## config.mk

```make
export PLATFORM = sky130hd
export DESIGN_NAME = mouse_cell_tracker_flat
export DESIGN_NICKNAME = d
export VERILOG_FILES = /design/src/rtl/mouse_cell_tracker_pkg.sv /design/src/rtl/mouse_cell_tracker_if.sv /design/src/rtl/mouse_axis_accum.sv /design/src/rtl/mouse_cell_tracker.sv /design/src/flat_wrapper.sv
export SDC_FILE = /design/constraint.sdc
export NUM_CORES = 1
export LEC_CHECK = 0
export CELL_PAD_IN_SITES_DETAIL_PLACEMENT = 1
export CELL_PAD_IN_SITES_GLOBAL_PLACEMENT = 2
export CORE_MARGIN = 2
export CORE_UTILIZATION = 34
export DETAILED_ROUTE_END_ITERATION = 8
export PLACE_DENSITY_LB_ADDON = 0.1
export SETUP_SLACK_MARGIN = 0.05
export SYNTH_ARGS = -nofsm -noshare
export SYNTH_HDL_FRONTEND = slang
export SYNTH_SLANG_ARGS = --single-unit
```

## constraint.sdc

```tcl
create_clock -name iClk -period 2.7 [get_ports iClk]
set_clock_uncertainty 0.05 [all_clocks]
set_input_delay 0.405 -clock iClk [delete_from_list [all_inputs] [get_ports iClk]]
set_output_delay 0.405 -clock iClk [all_outputs]
set_load 0.02 [all_outputs]
```

## src/rtl/mouse_cell_tracker_pkg.sv

```systemverilog
// Shared screen/grid geometry and framer state encoding for the mouse cursor
// tracker and the drawing datapath.
package mouse_cell_tracker_pkg;
  localparam int SCREEN_WIDTH   = 640;
  localparam int SCREEN_HEIGHT  = 480;
  localparam int CELL_DIMENSION = 5;
  localparam int MOTION_SHIFT   = 3;
  localparam int GRID_COLS      = SCREEN_WIDTH / CELL_DIMENSION;
  localparam int GRID_ROWS      = SCREEN_HEIGHT / CELL_DIMENSION;
  localparam int CELL_BITS      = $clog2((GRID_COLS > GRID_ROWS) ? GRID_COLS : GRID_ROWS);
  localparam int POS_BITS       = CELL_BITS + MOTION_SHIFT;
  localparam int X_LIMIT        = GRID_COLS << MOTION_SHIFT;
  localparam int Y_LIMIT        = GRID_ROWS << MOTION_SHIFT;
  localparam int X_CENTRE       = (GRID_COLS / 2) << MOTION_SHIFT;
  localparam int Y_CENTRE       = (GRID_ROWS / 2) << MOTION_SHIFT;

  typedef enum logic [1:0] {B0, B1, B2} frame_state_e;
endpackage

```

## src/rtl/mouse_cell_tracker_if.sv

```systemverilog
// Byte stream in, cursor cell / button / status pulses out.
interface mouse_cell_tracker_if;
  import mouse_cell_tracker_pkg::*;
  logic [7:0]           iData;
  logic                 iDataValid;
  logic                 iRecentre;
  logic [CELL_BITS-1:0] oX_cell;
  logic [CELL_BITS-1:0] oY_cell;
  logic                 oLeft;
  logic                 oRight;
  logic                 oPacketValid;
  logic                 oSyncErr;

  modport slave  (input  iData, iDataValid, iRecentre,
                  output oX_cell, oY_cell, oLeft, oRight, oPacketValid, oSyncErr);
  modport master (output iData, iDataValid, iRecentre,
                  input  oX_cell, oY_cell, oLeft, oRight, oPacketValid, oSyncErr);
endinterface

```

## src/rtl/mouse_axis_accum.sv

```systemverilog
// One cursor axis in mouse counts: adds (or subtracts) a 9-bit delta and
// saturates to 0..LIMIT-1; recentre overrides any motion.
module mouse_axis_accum
  import mouse_cell_tracker_pkg::*;
#(
  parameter int LIMIT  = X_LIMIT,
  parameter bit INVERT = 1'b0,
  parameter int CENTRE = X_CENTRE
) (
  input  logic                iClk,
  input  logic                iResetn,
  input  logic                apply,
  input  logic                zero,
  input  logic signed [8:0]   delta,
  input  logic                recentre,
  output logic [POS_BITS-1:0] pos
);
  localparam logic signed [11:0] MAX = 12'(LIMIT - 1);

  logic signed [11:0] d12, sum;
  logic [POS_BITS-1:0] sat;

  always_comb begin
    d12 = zero ? 12'sd0 : {{3{delta[8]}}, delta};
    sum = INVERT ? $signed({{(12-POS_BITS){1'b0}}, pos}) - d12
                 : $signed({{(12-POS_BITS){1'b0}}, pos}) + d12;
    if (sum[11])        sat = '0;
    else if (sum > MAX) sat = POS_BITS'(LIMIT - 1);
    else                sat = sum[POS_BITS-1:0];
  end

  always_ff @(posedge iClk or negedge iResetn) begin
    if (!iResetn)      pos <= POS_BITS'(CENTRE);
    else if (recentre) pos <= POS_BITS'(CENTRE);
    else if (apply)    pos <= sat;
  end
endmodule

```

## src/rtl/mouse_cell_tracker.sv

```systemverilog
// PS/2 mouse packet framer with inter-byte timeout, driving a saturating
// cursor position expressed in grid cells.
module mouse_cell_tracker
  import mouse_cell_tracker_pkg::*;
#(
  parameter int TIMEOUT_CYCLES = 2500000
) (
  input logic iClk,
  input logic iResetn,
  mouse_cell_tracker_if.slave bus
);
  localparam int TW = $clog2(TIMEOUT_CYCLES);

  frame_state_e state, state_n;
  logic [TW-1:0] cnt, cnt_n;
  logic [7:0] hdr, dxb;
  logic expired, sync_err, apply, hdr_ld, dx_ld;
  logic left, right, pkt_vld, sync_pls;
  logic [POS_BITS-1:0] pos_x, pos_y;

  always_ff @(posedge iClk or negedge iResetn) begin
    if (!iResetn) begin
      state    <= B0;
      cnt      <= '0;
      hdr      <= '0;
      dxb      <= '0;
      left     <= 1'b0;
      right    <= 1'b0;
      pkt_vld  <= 1'b0;
      sync_pls <= 1'b0;
    end else begin
      state    <= state_n;
      cnt      <= cnt_n;
      pkt_vld  <= apply;
      sync_pls <= sync_err;
      if (hdr_ld) hdr <= bus.iData;
      if (dx_ld)  dxb <= bus.iData;
      if (apply) begin
        left  <= hdr[0];
        right <= hdr[1];
      end
    end
  end

  // An expiring packet falls back to B0 first, so a coincident strobe is a header candidate.
  always_comb begin
    expired  = (state != B0) && (cnt == TW'(TIMEOUT_CYCLES - 1));
    state_n  = expired ? B0 : state;
    sync_err = expired;
    apply    = 1'b0;
    hdr_ld   = 1'b0;
    dx_ld    = 1'b0;
    if (bus.iDataValid) begin
      case (state_n)
        B0: if (bus.iData[3]) begin
              hdr_ld  = 1'b1;
              state_n = B1;
            end else begin
              sync_err = 1'b1;
            end
        B1: begin
              dx_ld   = 1'b1;
              state_n = B2;
            end
        B2: begin
              apply   = 1'b1;
              state_n = B0;
            end
        default: state_n = B0;
      endcase
    end
    cnt_n = (state_n == B0 || bus.iDataValid) ? '0 : cnt + 1'b1;
  end

  mouse_axis_accum #(.LIMIT(X_LIMIT), .INVERT(1'b0), .CENTRE(X_CENTRE)) u_x (
    .iClk(iClk), .iResetn(iResetn), .apply(apply), .zero(hdr[6]),
    .delta({hdr[4], dxb}), .recentre(bus.iRecentre), .pos(pos_x)
  );

  // PS/2 positive Y is up while row 0 is the top, hence the inverted axis.
  mouse_axis_accum #(.LIMIT(Y_LIMIT), .INVERT(1'b1), .CENTRE(Y_CENTRE)) u_y (
    .iClk(iClk), .iResetn(iResetn), .apply(apply), .zero(hdr[7]),
    .delta({hdr[5], bus.iData}), .recentre(bus.iRecentre), .pos(pos_y)
  );

  assign bus.oX_cell      = pos_x[POS_BITS-1:MOTION_SHIFT];
  assign bus.oY_cell      = pos_y[POS_BITS-1:MOTION_SHIFT];
  assign bus.oLeft        = left;
  assign bus.oRight       = right;
  assign bus.oPacketValid = pkt_vld;
  assign bus.oSyncErr     = sync_pls;
endmodule

```

## src/flat_wrapper.sv

```systemverilog
// flat-port wrapper written by rule: the top's interface ports become plain ports
module mouse_cell_tracker_flat import mouse_cell_tracker_pkg::*;
#(
  parameter int TIMEOUT_CYCLES = 2500000
)
  (iClk, iResetn, bus_iData, bus_iDataValid, bus_iRecentre, bus_oX_cell, bus_oY_cell, bus_oLeft, bus_oRight, bus_oPacketValid, bus_oSyncErr);
  mouse_cell_tracker_if bus_i ();
  input logic iClk;
  input logic iResetn;
  input wire logic [$bits(bus_i.iData)-1:0] bus_iData;
  input wire logic [$bits(bus_i.iDataValid)-1:0] bus_iDataValid;
  input wire logic [$bits(bus_i.iRecentre)-1:0] bus_iRecentre;
  output wire logic [$bits(bus_i.oX_cell)-1:0] bus_oX_cell;
  output wire logic [$bits(bus_i.oY_cell)-1:0] bus_oY_cell;
  output wire logic [$bits(bus_i.oLeft)-1:0] bus_oLeft;
  output wire logic [$bits(bus_i.oRight)-1:0] bus_oRight;
  output wire logic [$bits(bus_i.oPacketValid)-1:0] bus_oPacketValid;
  output wire logic [$bits(bus_i.oSyncErr)-1:0] bus_oSyncErr;
  assign bus_i.iData = bus_iData;
  assign bus_i.iDataValid = bus_iDataValid;
  assign bus_i.iRecentre = bus_iRecentre;
  assign bus_oX_cell = bus_i.oX_cell;
  assign bus_oY_cell = bus_i.oY_cell;
  assign bus_oLeft = bus_i.oLeft;
  assign bus_oRight = bus_i.oRight;
  assign bus_oPacketValid = bus_i.oPacketValid;
  assign bus_oSyncErr = bus_i.oSyncErr;
  mouse_cell_tracker #(.TIMEOUT_CYCLES(TIMEOUT_CYCLES)) u_core (.iClk(iClk), .iResetn(iResetn), .bus(bus_i));
endmodule
```

==> flow_summary.toml, run 1 <==
[status]
status = "completed"

[yosys]
synth_edf_count = 0
syn_inst = 409
syn_area_per_cell_sq_um = 9.747
synth_top_area_share = 0.3704
syn-num-nets = 447
yosysWarnings = 0
yosysTopAreaCell = "dfrtp_1"
ys_top_cells_by_count = "dfrtp_1 (59), nor2_1 (40), nand2_1 (27), ha_1 (24), xor2_1 (22)"
synth_ff_type = "dfrtp_1"
ys_seq_area_frac = 0.3901
synth.cell_area_sq_mm = 0.003986
yosys.cell_types.count = 57
netlist_top_cells_area = "dfrtp_1 (37%), ha_1 (7.5%), xor2_1 (4.8%)"
synth.most_common_cell = "dfrtp_1"
ys_seq_elements = 62
async_flop_share = 1.000

[setup_path]
rr_worst_depth = 12
crit_fanout = 8
reg2reg_slack_ns = 0.01
r2r-end = "u_core.u_x.pos[1]"
endpoint_kind = "flip-flop"
cp-start-kind = "flip-flop"
crit_path_end = "u_core.u_x.pos[1]"
arrival_ns = 2.90
required_ns = 2.91
path_class = "reg -> reg"
crit_path_start = "u_core.hdr[6]"
worstReg2RegStart = "u_core.hdr[6]"

[sta]
relSlewSlack = 0.5865
fin_ws_ns = 0.01357
finalSetupViolCount = 0
fmax_ghz = 0.3722
tns_ns = 0
finalHoldWorstSlack_ns = 0.3908
maxSlewViolCount = 0
worstMarginPinSlew_ns = 0.6156
hold_violations = 0
timing.final.crit_share = 0.9950
rsz0062_at_grt = "yes"
period_needed_ns = 2.686

[routing]
totalWireLength_um = 10580
wl_per_cell_um = 16.54
vias_per_cell = 5.148
antenna_left = 0
drt_iter0_markers = 91
dr.pass1.iters = 4
num_vias = 3295
drc = 0

[cts]
cts_buffer_depth = 2
worstSkewPairLatency_ns = 0.33
root_buffer = "clkbuf_16"
htreeDepth = 3
cts_buffers = 9
cts_sinks = 62
cts_tree = "built"
clk_pin_slew_ns = 0.06

[power_and_ir_drop]
power_frac_seq = 0.259
switching_power_w = 0.001695
p_leak_nw = 2.343
comb_power_share = 0.497
clockPowerShare = 0.244
p_per_area_mw_per_mm2 = 870.3
intPower_w = 0.002964
p_sw_frac = 0.3638
vdd_drop_max_v = 0.0004564

[floorplanning]
die_h_um = 112.3
die-area_sq_mm = 0.01261
coreArea_sq_mm = 0.01142
rows = 39
initial_core_util = 0.3491
die_x_um = 112.3
ios = 30

[finish]
n_antenna_cell = 0
area_growth_pct = 34.27
nNetsFinal = 530
drive_above_1_share = 0.2897
layoutNonFillerInstCount = 640

[job]
max-cap-violations = 0

[placement]
placed_cells = 614
place_ws_ns = -0.4376
port_buffers = 29
hpwl_um = 7960
gp_congestion = 0.8557

[global_route]
grt_overflow = 0
grt_max_degree = 31
grt_pass1_vias = 3526
grtUsageTotal = 0.1775
grt_pass1_wl_um = 17800
antenna_found_initial = 0

[worst_hold_path]
hp-class = "in -> reg"
min-delay-start = "bus_iData[0]"
holdPathStages = 3
per-stage QoR:
step                utilization  total power [W]  cell area, sq um
floorplan                     -         0.002438              3995
global placement         0.4133         0.003142              4720
detailed placement       0.4133         0.003205              4720
CTS                      0.4530         0.004515              5172
global route             0.4688         0.004990              5353
finish                   0.4688         0.004658              5353
state kept, by name, summed over array words and instances, names as in the netlist:
register,flops
u_core.bus.oRight,1
u_core.u_y.pos,10
u_core.cnt,22
u_core.u_x.pos,10
u_core.dxb,8
u_core.bus.oPacketValid,1
u_core.bus.oSyncErr,1
u_core.bus.oLeft,1
u_core.hdr,6
u_core.state,2
area by class of cell:
type                    instances  area, sq um
clock inverters                 4        47.55
inverters                      20        75.07
well taps                     143        178.9
fillers                      1305         6066
repair buffers                 90        765.7
flip-flops and latches         62         1558
clock buffers                  12        246.5
multi-input cells             309         2481
how the worst min path moves through the flow:
stage / end
after floorplan: u_core.bus.oLeft
after global placement: u_core.u_x.pos[5]
after detailed placement: u_core.u_x.pos[5]
after CTS: u_core.hdr[4]
after global routing: u_core.hdr[0]
final: u_core.hdr[0]
layout by cell type (no fill, tap or decap), drive strengths merged, types with 2 or more instances in the layout:
| cell type | instances |
|---|---|
| a2111oi | 3 |
| or3 | 2 |
| xor2 | 22 |
| nand4 | 2 |
| inv | 20 |
| nor2b | 11 |
| clkinv | 2 |
| ha | 24 |
| dfrtp | 59 |
| fa | 2 |
| clkdlybuf4s50 | 26 |
| o21a | 3 |
| and3 | 4 |
| dfstp | 3 |
| a21o | 3 |
| a21oi | 21 |
| nor3 | 7 |
| o21ai | 17 |
| nor4b | 3 |
| nor2 | 41 |
| dlymetal6s2s | 2 |
| buf | 61 |
| mux2 | 16 |
| nand2 | 27 |
| a31oi | 3 |
| xnor2 | 16 |
| a22o | 16 |
| nand3 | 20 |
| clkbuf | 12 |
| and4 | 2 |
| nand2b | 19 |
| o211ai | 2 |
| a211o | 2 |
| a211oi | 5 |
routing by layer:
layer  track usage  vias to the layer above  part of all wire
met1        0.2361                     1649              0.48
met5             0                        -                 0
li1              -                     1607                 -
met2        0.2968                       29              0.49
met3       0.02970                       10             0.017
met4       0.05528                        0             0.014
power by group through the flow:
stage                     combinational, W  clock [W]  sequential (W)
after floorplan                    0.00125          0         0.00119
after detailed placement           0.00200          0         0.00121
final                              0.00232    0.00114         0.00121
after global routing               0.00256    0.00120         0.00123
after global placement             0.00194          0         0.00120
after CTS                          0.00214    0.00118         0.00120
critical path, stage by stage (launching register included):
cell	delay [ns]
dfrtp_2	0.44
buf_4	0.15
buf_4	0.14
nor2b_1	0.14
ha_2	0.31
o21a_1	0.21
o21ai_2	0.23
o32ai_4	0.16
nand3_2	0.11
o21ai_2	0.07
a2111oi_4	0.30
buf_6	0.18
a22o_1	0.13
what timing repair did:
action / in CTS / in global routing
endpoints found under the setup margin: 19 / 20
pin swaps: 14 / 30
endpoints found under the hold margin: 10 / 0
gates resized for setup: 27 / 33
hold buffers: 1 / 0
setup buffers: 4 / 5
logic make-up after synthesis:
kind of cell | Yosys count | synth area share
compound gates | 86 | 0.1613
xor+xnor | 38 | 0.08537
fa+ha+maj | 26 | 0.08537
buf+inv | 38 | 0.04959
flops | 62 | 0.3901
mux | 16 | 0.04520
simple gates | 143 | 0.1830
Power figures use the tool's default switching activity.
==> inputs of run 2 (changes only) <==
--- a/config.mk
+++ b/config.mk
@@ -6,12 +6,13 @@
 export NUM_CORES = 1
 export LEC_CHECK = 0
 export CELL_PAD_IN_SITES_DETAIL_PLACEMENT = 1
-export CELL_PAD_IN_SITES_GLOBAL_PLACEMENT = 2
+export CELL_PAD_IN_SITES_GLOBAL_PLACEMENT = 1
 export CORE_MARGIN = 2
-export CORE_UTILIZATION = 34
+export CORE_UTILIZATION = 42
 export DETAILED_ROUTE_END_ITERATION = 8
 export PLACE_DENSITY_LB_ADDON = 0.1
 export SETUP_SLACK_MARGIN = 0.05
 export SYNTH_ARGS = -nofsm -noshare
 export SYNTH_HDL_FRONTEND = slang
+export SYNTH_HIERARCHICAL = 1
 export SYNTH_SLANG_ARGS = --single-unit
==> run 2 against run 1 <==
Effect of this change: worst setup slack worse by 0.0096 ns; design area is 3.0% higher; fmax shrank 0.36%; non-clock buffer count rose by 11; wire length is 20% higher; die area decreased by 15%; combinational power is 8.6% lower; worst hold slack worse by 0.39 ns; flip-flop and latch count did not move; clock power decreased by 19%; critical path type unchanged; largest cell class unchanged; highest routed layer unchanged.
==> flow_summary.toml, run 2 <==
[status]
status = "completed"

[yosys]
syn-num-nets = 463
synth_top_area_share = 0.3547
synth.cell_area_sq_mm = 0.004163
synth_top_family_by_area = "simple AND/OR/NAND/NOR gates"
yosys.cell_types.count = 71
yosysTopAreaCell = "dfrtp_1"
ys_seq_elements = 62
netlist_top_cells_area = "dfrtp_1 (35%), ha_1 (7.2%), mux2_2 (4.3%)"
yosysWarnings = 6
syn_area_per_cell_sq_um = 9.795
synthXorXnorAreaFrac = 0.04839
synth.most_common_cell = "dfrtp_1"
synthSimpleGateAreaFrac = 0.2266
synth_compound_area_frac = 0.1987
ys_top_cells_by_count = "dfrtp_1 (59), nand2_1 (35), a21oi_1 (34), nor2_1 (25), ha_1 (24)"
synth_ff_type = "dfrtp_1"
async_flop_share = 1.000
syn_inst = 425
synth_edf_count = 0
ys_seq_area_frac = 0.3736
synth_mux_area_frac = 0.04328
yosys.area_share.adder = 0.08176

[finish]
drive_above_1_share = 0.2951
largest_reg_flops = 22
fill_cells = 1102
n_antenna_cell = 0
final_cell_mix = "buf_4 (69), dfrtp_1 (58), nand2_1 (35)"
area_growth_pct = 32.40
final_common_cell = "buf_4"
fin_util = 0.5691
top_regs = "u_core/cnt x22, u_core/u_x/pos x10, u_core/u_y/pos x10"
nNetsFinal = 565
top_register = "u_core/cnt"
finalInstanceArea_sq_mm = 0.005512

[cts]
cts_tree = "built"
cts_hold_buf = 0
worstSkewPairLatency_ns = 0.34
htreeDepth = 3
cts_sinks = 62
cts_buffer_depth = 2
clk_pin_slew_ns = 0.07
root_buffer = "clkbuf_8"
cts_buffers = 9

[sta]
fin_ws_ns = 0.003965
maxSlewViolCount = 0
timing.final.crit_share = 0.9985
finalSetupViolCount = 0
hold_violations = 0
fmax_ghz = 0.3709
worstMarginPinSlew_ns = 1.090
relSlewSlack = 0.2732
rsz0062_at_grt = "yes"
period_needed_ns = 2.696

[floorplanning]
initial_core_util = 0.4298
rows = 36
ios = 30
die-area_sq_mm = 0.01072
coreArea_sq_mm = 0.009684
die_x_um = 103.6
die_h_um = 103.6

[power_and_ir_drop]
p_per_area_mw_per_mm2 = 767.1
p_leak_nw = 2.314
vdd_drop_max_v = 0.0003065

[placement]
port_buffers = 29
hpwl_um = 9333
place_area_sq_mm = 0.005069
place_ws_ns = -0.6055
gp_congestion = 0.8749

[global_route]
grt_pass1_wl_um = 20990
grtUsageTotal = 0.2434
grt_max_degree = 42
grt_overflow = 0
antenna_found_initial = 0
grt_pass1_vias = 4119

[routing]
route.met3.wl_um = 311
drt_iter0_markers = 152
drc = 0
antenna_left = 0
wl_met2_um = 6637
met1_length_um = 5583
num_vias = 3734
top_layer = "met4"
dr.pass1.iters = 4
wl_per_cell_um = 19.05
totalWireLength_um = 12670
vias_per_cell = 5.615

[setup_path]
required_ns = 2.85
path_class = "reg -> reg"
endpoint_kind = "flip-flop"
arrival_ns = 2.84
cp-start-kind = "flip-flop"
crit_fanout = 4

[job]
max-cap-violations = 0

[worst_hold_path]
hp-class = "in -> async"
[run 2: cell types whose count changed after synthesis, sizes merged, moves of 8 or more]
cell	change
buf	-10
nand2	+9
a22o	-16
xor2	-9
nor2	-16
or4	+8
nand3	-8
a21oi	+19
[run 2: metrics by stage]
stage                     setup TNS [ns]  hold WS [ns]  power, W  instances
after global routing              -1.117       0.02660  0.004474        665
after CTS                              0      0.006622  0.004138        663
final                                  0      0.004403  0.004228        665
after detailed placement          -5.555        0.3803  0.003107        641
after global placement            -4.350        0.3766  0.003013        641
after floorplan                        0       0.05941  0.002361        425
[run 2: timing repair]
item,4_1_cts,5_1_grt
setup endpoints to repair,20,20
resized for setup,15,20
gates cloned,0,1
pin swaps,13,8
buffers inserted,6,1
[run 2: final cells by class]
type                    count  area [sq um]  share of cell area
clock buffers              12         145.1             0.02633
repair buffers            101         867.1              0.1573
clock inverters             4         70.07             0.01271
flip-flops and latches     62          1556              0.2824
well taps                 133         166.4             0.03019
multi-input cells         336          2643              0.4795
inverters                  17         63.81             0.01158
[run 2: routing by layer]
layer	up-vias	track usage
met5	-	0
met4	0	0.07432
met3	13	0.03524
met2	48	0.4361
met1	1884	0.3035
li1	1789	-
[run 2: power breakdown]
part	switching (W)	total, W	internal, W
registers	0.000108	0.00119	0.00108
logic	0.00113	0.00212	0.000989
clock network	0.000381	0.000925	0.000543
total	0.00162	0.00423	0.00261
[run 2: final timing paths]
path,end,slack [ns],startpoint,cells after the start
min in group iClk,u_core/cnt[0],0.41,u_core/cnt[0],1
worst min register to register,u_core/cnt[0],0.41,u_core/cnt[0],1
worst min-delay path,u_core/u_y/pos[9],0.004,iResetn,1
worst max-delay path,u_core/u_y/pos[2],0.004,u_core/hdr[7],12
max in group asynchronous,u_core/u_y/pos[7],1.90,iResetn,2
worst max register to register,u_core/u_y/pos[2],0.004,u_core/hdr[7],12
[run 2: kinds of logic after synthesis]
kind of cell | after synthesis
buffers and inverters | 27
adders and majority gates | 26
AOI/OAI and AO/OA | 110
muxes | 16
DFF | 62
and+or+nand+nor | 161
xor gates and xnor gates | 23
[run 2: critical path: stages (launching register included)]
cell and delay, ns:
dfrtp_2 0.43, nor2b_1 0.13, ha_2 0.19, inv_2 0.04, fa_2 0.36, a211oi_2 0.22
o21ai_2 0.12, a31oi_1 0.33, buf_4 0.20, nor3_2 0.05, nor3_4 0.17, buf_4 0.16
a32oi_1 0.11
==> inputs of run 3 (changes only) <==
--- a/config.mk
+++ b/config.mk
@@ -5,6 +5,7 @@
 export SDC_FILE = /design/constraint.sdc
 export NUM_CORES = 1
 export LEC_CHECK = 0
+export CAP_MARGIN = 20
 export CELL_PAD_IN_SITES_DETAIL_PLACEMENT = 1
 export CELL_PAD_IN_SITES_GLOBAL_PLACEMENT = 1
 export CORE_MARGIN = 2
==> results of run 3 <==
Final layout, timing and power as in run 2 (identical DEF).
